File: src/rtl/demux_pkg.sv
// Shared types and constants for the 4-way register-index demux.
// Channel count, select width and the default word width.
package demux_pkg;

  localparam int CANAIS    = 4;
  localparam int SEL_W     = 2;
  localparam int DEF_WIDTH = 5;

  typedef logic [SEL_W-1:0] sel_t;

  function automatic logic [CANAIS-1:0] sel_onehot(input sel_t s);
    logic [CANAIS-1:0] oh;
    oh = '0;
    oh[s] = 1'b1;
    return oh;
  endfunction

endpackage

File: src/rtl/demux4_5_fifo_fila_canal.sv
// Single-channel synchronous FIFO; occupancy is tracked apart
// from the pointers so full and empty never alias.
module fila_canal #(
  parameter int WIDTH = 5,
  parameter int DEPTH = 2,
  localparam int AW = (DEPTH > 1) ? $clog2(DEPTH) : 1,
  localparam int CW = $clog2(DEPTH) + 1
) (
  input  logic             clk,
  input  logic             reset,
  input  logic             push,
  input  logic             pop,
  input  logic [WIDTH-1:0] din,
  output logic [WIDTH-1:0] dout,
  output logic [CW-1:0]    count,
  output logic             full,
  output logic             empty
);

  logic [WIDTH-1:0] mem [DEPTH];
  logic [AW-1:0]    wr_ptr;
  logic [AW-1:0]    rd_ptr;
  logic             do_push;
  logic             do_pop;

  assign full    = (count == CW'(DEPTH));
  assign empty   = (count == '0);
  assign do_push = push & ~full;
  assign do_pop  = pop & ~empty;
  assign dout    = mem[rd_ptr];

  always_ff @(posedge clk) begin
    if (do_push) begin
      mem[wr_ptr] <= din;
    end
  end

  always_ff @(posedge clk or posedge reset) begin
    if (reset) begin
      wr_ptr <= '0;
      rd_ptr <= '0;
      count  <= '0;
    end else begin
      if (do_push) begin
        wr_ptr <= wr_ptr + AW'(1);
      end
      if (do_pop) begin
        rd_ptr <= rd_ptr + AW'(1);
      end
      unique case ({do_push, do_pop})
        2'b10:   count <= count + CW'(1);
        2'b01:   count <= count - CW'(1);
        default: count <= count;
      endcase
    end
  end

endmodule

File: src/rtl/demux4_5_fifo.sv
// Routes one tagged word per cycle into one of four
// independently handshaked channel FIFOs.
module demux4_5_fifo
  import demux_pkg::*;
#(
  parameter int WIDTH = DEF_WIDTH,
  parameter int DEPTH = 2,
  localparam int CW = $clog2(DEPTH) + 1
) (
  input  logic                clk,
  input  logic                reset,
  input  sel_t                sel,
  input  logic [WIDTH-1:0]    E,
  input  logic                e_valid,
  output logic                e_ready,
  output logic [WIDTH-1:0]    S0,
  output logic [WIDTH-1:0]    S1,
  output logic [WIDTH-1:0]    S2,
  output logic [WIDTH-1:0]    S3,
  output logic [CANAIS-1:0]   s_valid,
  input  logic [CANAIS-1:0]   s_ready,
  output logic [CANAIS*CW-1:0] count
);

  logic [CANAIS-1:0] push_en;
  logic [CANAIS-1:0] pop_en;
  logic [CANAIS-1:0] full;
  logic [CANAIS-1:0] empty;
  logic [WIDTH-1:0]  head [CANAIS];
  logic [WIDTH-1:0]  masked [CANAIS];
  logic [CW-1:0]     cnt [CANAIS];
  logic              accept;

  // Ready depends only on sel and stored state, never on s_ready.
  assign e_ready = ~full[sel];
  assign accept  = e_valid & e_ready;
  assign push_en = accept ? sel_onehot(sel) : '0;
  assign pop_en  = s_valid & s_ready;

  for (genvar n = 0; n < CANAIS; n++) begin : g_ch
    fila_canal #(
      .WIDTH (WIDTH),
      .DEPTH (DEPTH)
    ) u_fila (
      .clk   (clk),
      .reset (reset),
      .push  (push_en[n]),
      .pop   (pop_en[n]),
      .din   (E),
      .dout  (head[n]),
      .count (cnt[n]),
      .full  (full[n]),
      .empty (empty[n])
    );

    assign s_valid[n]           = ~empty[n];
    assign masked[n]            = s_valid[n] ? head[n] : '0;
    assign count[n*CW +: CW]    = cnt[n];
  end

  assign S0 = masked[0];
  assign S1 = masked[1];
  assign S2 = masked[2];
  assign S3 = masked[3];

endmodule

File: config.mk
export PLATFORM = sky130hd
export DESIGN_NAME = demux4_5_fifo
export DESIGN_NICKNAME = d
export VERILOG_FILES = /design/src/rtl/demux_pkg.sv /design/src/rtl/demux4_5_fifo_fila_canal.sv /design/src/rtl/demux4_5_fifo.sv
export SDC_FILE = /design/constraint.sdc
export NUM_CORES = 1
export LEC_CHECK = 0
export CELL_PAD_IN_SITES_DETAIL_PLACEMENT = 2
export CELL_PAD_IN_SITES_GLOBAL_PLACEMENT = 2
export CORE_MARGIN = 10
export CORE_UTILIZATION = 35
export DETAILED_ROUTE_END_ITERATION = 12
export PLACE_DENSITY_LB_ADDON = 0.1
export SLEW_MARGIN = 20
export SYNTH_ARGS = -nofsm -noshare
export SYNTH_HDL_FRONTEND = slang
export SYNTH_SLANG_ARGS = --single-unit
File: constraint.sdc
create_clock -name clk -period 1.9 [get_ports clk]
set_clock_uncertainty 0.15 [all_clocks]
set_input_delay 0.285 -clock clk [delete_from_list [all_inputs] [get_ports clk]]
set_output_delay 0.285 -clock clk [all_outputs]
set_load 0.02 [all_outputs]
==> results by group <==
Drt
  • Wire per inst: approximately 18 um
  • DRT antenna net count: 0
  • Detailed Routing Iterations Pass 1: 4
  • Via count: between 1500 and 2000
  • Post-Route WL: ~6000 um
  • DR iter-0 viols: 28
  • Drt drc: 0
  • Vias per cell: 4.606

Clocking
  • TritonCTS clock tree: yes
  • Worst-Skew Late Latency: about 300 ps
  • Root Driver: clkbuf_8
  • Clock slew at reported path FFs: around 90 ps
  • Hold_buf cts: 0
  • Clk buf depth: 2
  • H-tree depth: 2
  • TritonCTS Buffers: 5
  • CTS sink cnt: 56

Timing
  • Worst-Margin Slew: between 400 and 500 ps
  • Final setup viols: 1
  • Tmin final: between 1500 and 2000 ps
  • Max Fclk: between 0.5 and 0.6 GHz
  • Final Hold Vio Count: 0
  • RSZ-0062 raised after global routing: yes
  • PnR worst setup slack: -10.36 ps
  • Slew HR: 0.7120
  • Max Slew Vio Count: 0
  • Fin crit share: 1.005

Final layout
  • Most frequent cells in the layout: edfxtp_1 (40), buf_4 (31), nor2_1 (29)
  • Design Area, Final: approximately 3200 um^2
  • Fill cells: about 670
  • Finished Layout Cells: about 330
  • Commonest non-fill, non-tap cell in the layout: edfxtp_1
  • Total Nets Final: around 260
  • N_diodes: 0
  • Area grow syn2layout: 35.06%
  • Fraction of layout cells with a size suffix above 1: 0.3684
  • Fin util: 0.4806

Power and ir drop
  • P_leak: approximately 0.0014 uW
  • Clock Power Share: 0.133
  • PD cells: between 1500 and 2000 nW/um^2
  • Int Pwr: 3032 uW
  • Worst IR Drop VDD: 667.8 uV
  • Switch share: 0.3898
  • P_sw: approximately 1900 uW
  • Seq pwr share: 0.369
  • Combinational group share of total power: 0.499

Synth
  • Mean Syn Cell Area: ~15 um^2
  • Yosys cell types: 18
  • Synthesis-stage register bit count: 56
  • Cells after Synth: 162
  • Post-Syn Nets: 180
  • Yosys Warn Count: 0
  • Sequential cell area fraction in the yosys report: 0.6698
  • Netlist Area Pre-Place: 2391 um^2

GRT
  • GR Overflow Total: 0
  • First-pass GRT wire length: between 9000 and 10000 um
  • Vias in the first global route: approximately 1700
  • Largest net degree at the start of global routing: 17
  • GRT Util Overall: 0.1155
  • Initial antenna violation count: 0

Job
  • Maxcap violations: 0

Critical path
  • Crit Path Max Fanout: 2
  • CP delay by family, top: multiplexers
  • CP Buf/Inv Count: 1
  • Setup crit end kind: output pin
  • Crit path cell chain: nand2b_4 -> mux4_2 -> buf_6
  • WS Path Type: reg -> out
  • WP data arrival: 1480 ps
  • Critical path's largest stage delay: between 400 and 500 ps
  • Startpoint types: register
  • Worst path slowest cell: mux4_2
  • Worst Path Required: between 1000 and 1500 ps

Min path
  • Worst hold-check path type: in -> async

Placed design
  • DP Area: approximately 3100 um^2
  • Post-DP HPWL: between 4000 and 5000 um
  • # placed instances: between 300 and 400
  • IO Port Bufs: 46
  • Gpl congestion: ~0.73

Floorplanning
  • Row count: 30
  • DIE WIDTH: roughly 100 um
  • Die area: about 11000 um^2
  • Placeable Area: 6719 um^2
  • Initial Util: 0.3559
  • Ports: between 40 and 50
  • Die Span Y: about 100 um

Outcome
  • Violated checks: setup timing
  • Status: complete, but fails checks
==> logic make-up after synthesis <==
group                      after synthesis  synth area share
xor gates and xnor gates                20           0.07326
DFF                                     56            0.6698
and+or+nand+nor                         49            0.1219
buffers and inverters                   12           0.02093
muxes                                   21           0.09314
adders and majority gates                4           0.02093
==> worst min-delay path, cell delays in order <==
cell and delay, ps:
clkdlybuf4s50_1 390, inv_1 50, buf_4 250
==> metrics by stage <==
stage	hold WS (ps)	setup slack [ps]	TNS (ps)	total power (uW)
detailed placement	333.2	-390.4	-3869	4465
floorplan	48.74	172.9	0	3199
global placement	325.7	-378.1	-1944	4335
finish	141.8	-10.36	-10.36	4970
CTS	141.9	-31.46	-31.46	4995
global route	155.9	-72.35	-80.69	5313
==> state kept, by name, summed over array words and instances, names as in the netlist <==
name,count
g_ch.u_fila.count,8
g_ch.u_fila.mem,40
g_ch.u_fila.rd_ptr,4
g_ch.u_fila.wr_ptr,4
==> what timing repair did <==
action	4_1_cts	5_1_grt
setup buffers	3	3
hold endpoints to repair	0	0
gates resized for setup	89	31
setup endpoints to repair	30	26
pin swaps	2	5
==> cell type report <==
class,instances,area [um^2],area share
well taps,80,100.1,0.03100
flip-flops and latches,56,1605,0.4971
clock buffers,6,82.58,0.02557
multi-input cells,94,768.2,0.2379
repair buffers,81,633.1,0.1960
inverters,8,30.03,0.009299
clock inverters,2,10.01,0.003100
==> power by group through the flow <==
stage	clock, uW	sequential [uW]	combinational, uW
6_report	659	1830	2480
2_1_floorplan	0	1880	1320
5_1_grt	732	1870	2710
3_3_place_gp	0	1820	2510
4_1_cts	691	1830	2470
3_5_place_dp	0	1850	2610
==> synthesized netlist by cell type (all sizes together) <==
cell / count / area share
nor2b: 4 / 0.015
dfrtp: 16 / 0.17
xnor2: 12 / 0.044
xor2: 8 / 0.029
edfxtp: 40 / 0.50
nor2: 35 / 0.057
ha: 4 / 0.021
buf: 4 / 0.0084
nand4b: 2 / 0.013
mux2i: 20 / 0.084
nor3b: 1 / 0.0052
inv: 8 / 0.013
nand2: 1 / 0.0016
mux4: 1 / 0.0094
nand2b: 4 / 0.023
and3: 1 / 0.0026
nand4: 1 / 0.0052
==> final timing paths <==
kind,to,start,cells past startpoint,slack (ps)
worst max-delay path,e_ready,g_ch[1].u_fila.count[0],3,-10
worst max register to register,g_ch[1].u_fila.count[1],g_ch[1].u_fila.count[0],8,110
min in group clk,g_ch[0].u_fila.wr_ptr,g_ch[0].u_fila.wr_ptr,1,350
worst min register to register,g_ch[0].u_fila.wr_ptr,g_ch[0].u_fila.wr_ptr,1,350
max in group asynchronous,g_ch[2].u_fila.count[1],reset,3,1240
worst min-delay path,g_ch[0].u_fila.rd_ptr,reset,3,140
==> per-layer routing <==
layer	global-route usage	part of all wire	routed length [um]	vias up
li1	-	-	-	724
met1	0.1282	0.40	2357	747
met2	0.2056	0.53	3103	31
met3	0.03619	0.060	349	4
met4	0.03579	0.0087	51	0
met5	0	0	0	-
Power figures use the tool's default switching activity.
